**src/rtl/decode_wide_pkg.sv**
```systemverilog
// ============================================================================
// Module      : decode_wide_pkg
// Description : RV32I decode types and per-instruction decode helpers
// Revision    : 1.0 - initial release
// ============================================================================
`default_nettype none

package decode_wide_pkg;

  typedef logic [31:0] t_rv_instr;

  typedef enum logic [2:0] {
    FMT_R   = 3'd0,
    FMT_I   = 3'd1,
    FMT_S   = 3'd2,
    FMT_B   = 3'd3,
    FMT_U   = 3'd4,
    FMT_J   = 3'd5,
    FMT_UNK = 3'd7
  } t_ifmt;

  typedef enum logic [1:0] {
    OP_NONE = 2'd0,
    OP_REG  = 2'd1,
    OP_IMM  = 2'd2
  } t_optype;

  typedef enum logic [1:0] {
    SZ_1B = 2'd0,
    SZ_2B = 2'd1,
    SZ_4B = 2'd2
  } t_opsize;

  typedef struct packed {
    t_optype    optype;
    t_opsize    opsize;
    logic [4:0] idx;
  } t_opnd;

  typedef struct packed {
    logic        valid;
    logic [6:0]  opcode;
    t_ifmt       ifmt;
    logic [6:0]  funct7;
    logic [2:0]  funct3;
    t_opnd       dst;
    t_opnd       src1;
    t_opnd       src2;
    logic [31:0] imm32;
  } t_uinstr;

  function automatic t_ifmt fmt_of(input logic [6:0] op);
    case (op)
      7'b0110011:                                     fmt_of = FMT_R;
      7'b0010011, 7'b0000011, 7'b1100111,
      7'b1110011, 7'b0001111:                         fmt_of = FMT_I;
      7'b0100011:                                     fmt_of = FMT_S;
      7'b1100011:                                     fmt_of = FMT_B;
      7'b0110111, 7'b0010111:                         fmt_of = FMT_U;
      7'b1101111:                                     fmt_of = FMT_J;
      default:                                        fmt_of = FMT_UNK;
    endcase
  endfunction

  function automatic logic [31:0] imm_i(input t_rv_instr i);
    imm_i = {{20{i[31]}}, i[31:20]};
  endfunction

  function automatic logic [31:0] imm_s(input t_rv_instr i);
    imm_s = {{20{i[31]}}, i[31:25], i[11:7]};
  endfunction

  function automatic logic [31:0] imm_b(input t_rv_instr i);
    imm_b = {{19{i[31]}}, i[31], i[7], i[30:25], i[11:8], 1'b0};
  endfunction

  function automatic logic [31:0] imm_u(input t_rv_instr i);
    imm_u = {i[31:12], 12'b0};
  endfunction

  function automatic logic [31:0] imm_j(input t_rv_instr i);
    imm_j = {{11{i[31]}}, i[31], i[19:12], i[20], i[30:21], 1'b0};
  endfunction

  function automatic t_opnd mk_opnd(input t_optype t, input logic [4:0] r);
    mk_opnd = '{optype: t, opsize: SZ_4B, idx: r};
  endfunction

  // Invalid lanes decode to all-zero so they can never look like real work.
  function automatic t_uinstr decode_one(input t_rv_instr i, input logic valid);
    t_uinstr u;
    t_ifmt   f;
    u = '0;
    f = fmt_of(i[6:0]);
    if (valid) begin
      u.valid  = 1'b1;
      u.opcode = i[6:0];
      u.ifmt   = f;
      if (f != FMT_UNK) begin
        u.dst  = mk_opnd(OP_NONE, 5'd0);
        u.src1 = mk_opnd(OP_NONE, 5'd0);
        u.src2 = mk_opnd(OP_NONE, 5'd0);
      end
      case (f)
        FMT_R: begin
          u.dst    = mk_opnd(OP_REG, i[11:7]);
          u.src1   = mk_opnd(OP_REG, i[19:15]);
          u.src2   = mk_opnd(OP_REG, i[24:20]);
          u.funct7 = i[31:25];
          u.funct3 = i[14:12];
        end
        FMT_I: begin
          u.dst    = mk_opnd(OP_REG, i[11:7]);
          u.src1   = mk_opnd(OP_REG, i[19:15]);
          u.src2   = mk_opnd(OP_IMM, 5'd0);
          u.funct3 = i[14:12];
          u.imm32  = imm_i(i);
        end
        FMT_S, FMT_B: begin
          u.src1   = mk_opnd(OP_REG, i[19:15]);
          u.src2   = mk_opnd(OP_REG, i[24:20]);
          u.funct3 = i[14:12];
          u.imm32  = (f == FMT_S) ? imm_s(i) : imm_b(i);
        end
        FMT_U: begin
          u.dst   = mk_opnd(OP_REG, i[11:7]);
          u.imm32 = imm_u(i);
        end
        FMT_J: begin
          u.dst   = mk_opnd(OP_REG, i[11:7]);
          u.src2  = mk_opnd(OP_IMM, 5'd0);
          u.imm32 = imm_j(i);
        end
        default: ;
      endcase
    end
    decode_one = u;
  endfunction

endpackage

`default_nettype wire

```
**src/rtl/decode_lane.sv**
```systemverilog
// ============================================================================
// Module      : decode_lane
// Description : Combinational single-lane RV32I decoder with illegal flag
// Revision    : 1.0 - initial release
// ============================================================================
`default_nettype none

module decode_lane
  import decode_wide_pkg::*;
(
  input  t_rv_instr instr,
  input  logic      valid,
  output t_uinstr   uinstr,
  output logic      illegal
);

  assign uinstr  = decode_one(instr, valid);
  assign illegal = valid & (uinstr.ifmt == FMT_UNK);

endmodule

`default_nettype wire

```
**src/rtl/decode_wide.sv**
```systemverilog
// ============================================================================
// Module      : decode_wide
// Description : WIDTH-lane decode stage feeding a DEPTH-bundle output queue
// Revision    : 1.0 - initial release
// ============================================================================
`default_nettype none

module decode_wide
  import decode_wide_pkg::*;
#(
  parameter int WIDTH = 2,
  parameter int DEPTH = 2
) (
  input  logic                   clk,
  input  logic                   reset_n,
  input  logic [WIDTH-1:0]       valid_de0,
  input  t_rv_instr [WIDTH-1:0]  instr_de0,
  output logic                   ready_de0,
  input  logic                   flush,
  output logic [WIDTH-1:0]       valid_rd0,
  output t_uinstr [WIDTH-1:0]    uinstr_rd0,
  output logic [WIDTH-1:0]       illegal_rd0,
  input  logic                   ready_rd0
);

  localparam int IDX_W = (DEPTH > 1) ? $clog2(DEPTH) : 1;
  localparam int PTR_W = IDX_W + 1;
  localparam int CNT_W = $clog2(DEPTH + 1);

  t_uinstr [WIDTH-1:0] w_dec;
  logic    [WIDTH-1:0] w_ill;

  for (genvar g = 0; g < WIDTH; g++) begin : g_lane
    decode_lane u_lane (
      .instr   (instr_de0[g]),
      .valid   (valid_de0[g]),
      .uinstr  (w_dec[g]),
      .illegal (w_ill[g])
    );
  end

  t_uinstr [WIDTH-1:0] r_q_uinstr  [DEPTH];
  logic    [WIDTH-1:0] r_q_illegal [DEPTH];
  logic    [PTR_W-1:0] r_wr_ptr;
  logic    [PTR_W-1:0] r_rd_ptr;
  logic    [CNT_W-1:0] r_count;
  logic                r_accept_en;
  logic                w_empty;
  logic                w_push;
  logic                w_pop;

  // MSB is a lap bit: equal pointers mean empty, equal index with differing lap means full.
  function automatic logic [PTR_W-1:0] ptr_inc(input logic [PTR_W-1:0] p);
    if (p[IDX_W-1:0] == IDX_W'(DEPTH - 1))
      ptr_inc = {~p[PTR_W-1], {IDX_W{1'b0}}};
    else
      ptr_inc = p + PTR_W'(1);
  endfunction

  assign w_empty   = (r_rd_ptr == r_wr_ptr);
  assign ready_de0 = r_accept_en & (r_count < CNT_W'(DEPTH));
  assign w_push    = (|valid_de0) & ready_de0 & ~flush;
  assign w_pop     = (|valid_rd0) & ready_rd0;

  always_ff @(posedge clk or negedge reset_n) begin
    if (!reset_n) begin
      r_accept_en <= 1'b0;
      r_count     <= '0;
      r_wr_ptr    <= '0;
      r_rd_ptr    <= '0;
    end else begin
      r_accept_en <= 1'b1;
      if (flush) begin
        r_count  <= '0;
        r_wr_ptr <= '0;
        r_rd_ptr <= '0;
      end else begin
        if (w_push) r_wr_ptr <= ptr_inc(r_wr_ptr);
        if (w_pop)  r_rd_ptr <= ptr_inc(r_rd_ptr);
        case ({w_push, w_pop})
          2'b10:   r_count <= r_count + CNT_W'(1);
          2'b01:   r_count <= r_count - CNT_W'(1);
          default: ;
        endcase
      end
    end
  end

  // Payload needs no reset: it is only observed through the pointer-qualified head.
  always_ff @(posedge clk) begin
    if (w_push) begin
      r_q_uinstr[r_wr_ptr[IDX_W-1:0]]  <= w_dec;
      r_q_illegal[r_wr_ptr[IDX_W-1:0]] <= w_ill;
    end
  end

  always_comb begin
    valid_rd0   = '0;
    uinstr_rd0  = '0;
    illegal_rd0 = '0;
    if (!w_empty) begin
      uinstr_rd0  = r_q_uinstr[r_rd_ptr[IDX_W-1:0]];
      illegal_rd0 = r_q_illegal[r_rd_ptr[IDX_W-1:0]];
      for (int l = 0; l < WIDTH; l++) begin
        valid_rd0[l] = uinstr_rd0[l].valid;
      end
    end
  end

endmodule

`default_nettype wire

```
**config.mk**
```make
export PLATFORM = sky130hd
export DESIGN_NAME = decode_wide
export DESIGN_NICKNAME = d
export VERILOG_FILES = /design/src/rtl/decode_wide_pkg.sv /design/src/rtl/decode_lane.sv /design/src/rtl/decode_wide.sv
export SDC_FILE = /design/constraint.sdc
export NUM_CORES = 1
export LEC_CHECK = 0
export BUFFER_PORTS_ARGS = -buffer_cell sky130_fd_sc_hd__buf_2
export CAP_MARGIN = 15
export CORE_MARGIN = 4
export CORE_UTILIZATION = 45
export CTS_BUF_LIST = sky130_fd_sc_hd__clkbuf_4 sky130_fd_sc_hd__clkbuf_8
export CTS_CLUSTER_DIAMETER = 50
export DETAILED_ROUTE_END_ITERATION = 6
export GPL_TIMING_DRIVEN = 1
export PLACE_DENSITY = 0.7
export RECOVER_POWER = 50
export SYNTH_ARGS = -nofsm -noshare
export SYNTH_HDL_FRONTEND = slang
export SYNTH_SLANG_ARGS = --single-unit
```
**constraint.sdc**
```tcl
create_clock -name clk -period 30.7 [get_ports clk]
set_input_delay 1.535 -clock clk [delete_from_list [all_inputs] [get_ports clk]]
set_output_delay 1.535 -clock clk [all_outputs]
set_load 0.01 [all_outputs]
```
==> reports/qor.txt <==
=================================================================================================
Run status                                                                           complete, but fails checks
Violations in the final reports                                                      max-capacitance violations, max-slew violations
Clock root buffer master                                                                 clkbuf_8
Yosys top cell by area                                                                   edfxtp_1
Cells after synthesis                                                                        1028
Max frequency                                                                           103.0 MHz
Worst Setup End Kind                                                                    flip-flop
# Max-Cap Violations                                                                            7
Number of cells in the finished layout apart from fillers                                    1685
Peak supply drop                                                                         52.44 µV
Finish-stage setup viols                                                                        0
Area after detailed placement                                                           15270 µm²
Setup WS pre-CTS                                                                         26.29 ns
Flops & latches, synth                                                                        311
Slew at the pin with the worst max-slew slack                                            9.000 ns
Drt first-iter violations                                                                     666
Share of cells above drive strength 1                                                      25.00%
Resize count post-CTS                                                                           0
Worst endpoint data arrival time                                                          9.59 ns
Average vias per placed instance                                                            5.245
Worst hold path depth                                                                           2
Ranking of synthesized cells by instance count                                       edfxtp_1 (304), nor2_1 (182), mux2i_1 (151)
Portion of the post-synthesis area used by sequential elements                             66.85%
Total clock buffers created by CTS                                                             52
Global-route congestion overflow total                                                          0
Clock-pin slew on the worst setup and hold paths                                          0.05 ns
Reg-to-reg slack, setup                                                                  22.82 ns
Unrepaired setup endpoints after global routing                                                no
Cell row count                                                                                 64
Clock H-tree levels                                                                             2
Mean instance size in the synthesized netlist                                           13.54 µm²
Min-delay src                                                                         r_wr_ptr[1]
Number of global-route vias before repair                                                    8887
Worst skew pair latency                                                                   0.56 ns
Top-area cell type share of the netlist area                                               65.59%
Placeable core region                                                                   30590 µm²
Period utilisation layout                                                                  31.62%
Number of antenna violations at the first check in global routing                               0
Number of enable-type register cells in the synthesized netlist                               304
Final period demand of the worst path                                                    9.709 ns
Ports                                                                                         235
Destination of the worst register-to-register timing path                            r_q_uinstr[0][6]
Power density over the cells                                                         80.29 nW/µm²
Largest driver fanout on the critical path                                                    152
Fin Setup TNS                                                                                0 ns
Setup slack of the critical path after layout                                            20.99 ns
Number of nets in the layout                                                                 1321
Floorplan die area                                                                      33800 µm²
CTS max path bufs                                                                               3
Layout overhead on the synthesized area                                                    16.11%
Number of search-and-repair iterations in the first detailed-routing pass                       5
# Post-CTS Setup Buffers                                                                        0
Weighted congestion reported at the end of routability-driven placement                    0.8344
Finished Cell Area                                                                      16160 µm²
Number of cells after detailed placement                                                     1592
Library cell appearing most often on the critical path                                   clkbuf_1
Fillers                                                                                      2651
Clock Sink Count                                                                              311
Number of distinct library cell variants in the gate-level netlist after synthesis             63
Sequence of cells on the critical path                                               buf_2 -> clkbuf_1 -> o21ai_0 -> nor4_2 -> clkbuf_1
CTS tree                                                                                      yes
Most common cell in the synthesized netlist                                              edfxtp_1
Path type of the worst setup path                                                    input port to flip-flop
Async SR Flop Fraction                                                                     2.251%
Final setup skew                                                                       0.02622 ns
DPL Wire Length                                                                          20460 µm
Remaining antenna violation count                                                               0
Worst hold-check slack                                                                  0.5895 ns
Total via count in the routed design                                                         8838
Number of hold-slack violations in the final timing report                                      0
Normalized max-slew margin                                                                -500.0%
DRC viols                                                                                       0
First-pass GRT wire length                                                               49270 µm
Area of the mapped netlist                                                              13920 µm²
Drt wl/cell                                                                              19.10 µm
Leading cell types by total area after synthesis                                     edfxtp_1 (66%), mux2i_1 (11%), nor2_1 (4.9%), and2_1 (3.6%), buf_2 (1.4%)
Cells on worst reg2reg path                                                                     3
Maximum number of pins on one net before global-route repair                                  153
Number of max-slew violations in the final report                                             234
Hold-fix buffers at CTS                                                                         0
Kind of start point of the critical path                                               input port
Global Route Usage Sum                                                                     18.36%
WHS Endpoint                                                                          r_wr_ptr[1]
Hold Path Class                                                                      flip-flop to flip-flop
Reg-to-reg startpoint                                                                 r_accept_en
Routed wire length                                                                       32180 µm
Initial core utilization                                                                   45.50%
Die W                                                                                    183.9 µm
Critical path's slowest cell                                                             clkbuf_1
Static Leak                                                                              5.851 nW
Height of the die                                                                        183.9 µm
Count of input and output buffers                                                             224
CP required                                                                              30.58 ns
Highest cell delay on the worst timing path                                               6.21 ns
Synthesis Warnings                                                                              0
Top flip-flop cell by instance count after synthesis                                     edfxtp_1
=================================================================================================
-- kinds of logic after synthesis --
| group | synth area share (%) |
|---|---|
| simple gates | 12.90 |
| mux | 11.35 |
| xor+xnor | 0.3776 |
| buf+inv | 3.057 |
| flops | 66.85 |
| compound gates | 5.412 |
| other cells | 0.05396 |
-- registers in the layout, summed over array words and instances, names as in the netlist --
name	cells
r_wr_ptr	2
r_accept_en	1
r_q_uinstr	300
r_q_illegal	4
r_rd_ptr	2
r_count	2
-- per-stage QoR --
stage               total power (W)  util, %
floorplan                 0.0008131        -
global placement          0.0009562    49.92
detailed placement        0.0009604    49.92
CTS                        0.001311    53.17
global route               0.001375    52.82
finish                     0.001297    52.83
-- cells in the final DEF (no fill, tap or decap), types with 7 or more instances in the layout --
master / count
o21ai_0: 12
nor2_1: 182
a21o_1: 12
a21oi_1: 33
edfxtp_1: 304
clkbuf_8: 53
mux2i_1: 151
a22oi_1: 10
buf_2: 219
conb_1: 11
nor2b_1: 8
dfrtp_1: 7
and2_0: 73
clkbuf_1: 7
a21boi_0: 10
clkinv_1: 11
clkbuf_4: 23
nand2_1: 42
inv_1: 9
-- worst max-delay path, delay by kind of cell --
kind / cells / cell delay, ns
buffers and inverters: 3 / 7.19
and+or+nand+nor: 1 / 0.23
AOI/OAI and AO/OA: 1 / 0.41
-- worst max path at each step --
| stage | from | end | slack (ns) | cells past startpoint |
|---|---|---|---|---|
| floorplan | valid_de0[0] | r_q_illegal[1][0] | 12.21 | 3 |
| global placement | r_rd_ptr[0] | uinstr_rd0[140] | 26.34 | 5 |
| detailed placement | r_rd_ptr[0] | uinstr_rd0[140] | 26.29 | 5 |
| CTS | r_rd_ptr[0] | uinstr_rd0[140] | 25.69 | 5 |
| global route | valid_de0[1] | r_q_uinstr[0][23] | 20.16 | 5 |
| finish | valid_de0[1] | r_q_uinstr[0][6] | 20.99 | 5 |
-- per-layer routing --
metal / part of all wire [%] / track usage, % / wire length (µm) / up-vias
met5: 0 / 0 / 0 / -
met3: 5.8 / 3.344 / 1853 / 46
met4: 1.8 / 4.999 / 576 / 0
li1: - / - / - / 4184
met2: 49 / 29.89 / 15690 / 268
met1: 44 / 25.62 / 14060 / 4340
-- where the power goes --
group	switching (W)	internal [W]	leakage, nW	total [W]
combinational	0.000264	0.000162	2.48	0.000427
sequential	0.0000187	0.000503	2.85	0.000522
clock	0.000154	0.000194	0.526	0.000349
-- layout make-up --
type                            instances  area [µm²]  area share [%]
Sequential cell                       311        9304           57.58
Multi-Input combinational cell        646        4159           25.74
Timing Repair Buffer                  231        1172           7.255
Clock buffer                           75       894.6           5.536
Tap cell                              396       495.5           3.066
Clock inverter                         16       97.59          0.6040
Inverter                                9       33.78          0.2091
Antenna cell                            1       2.502         0.01549
Note: power is estimated with default switching activity, not from simulation.
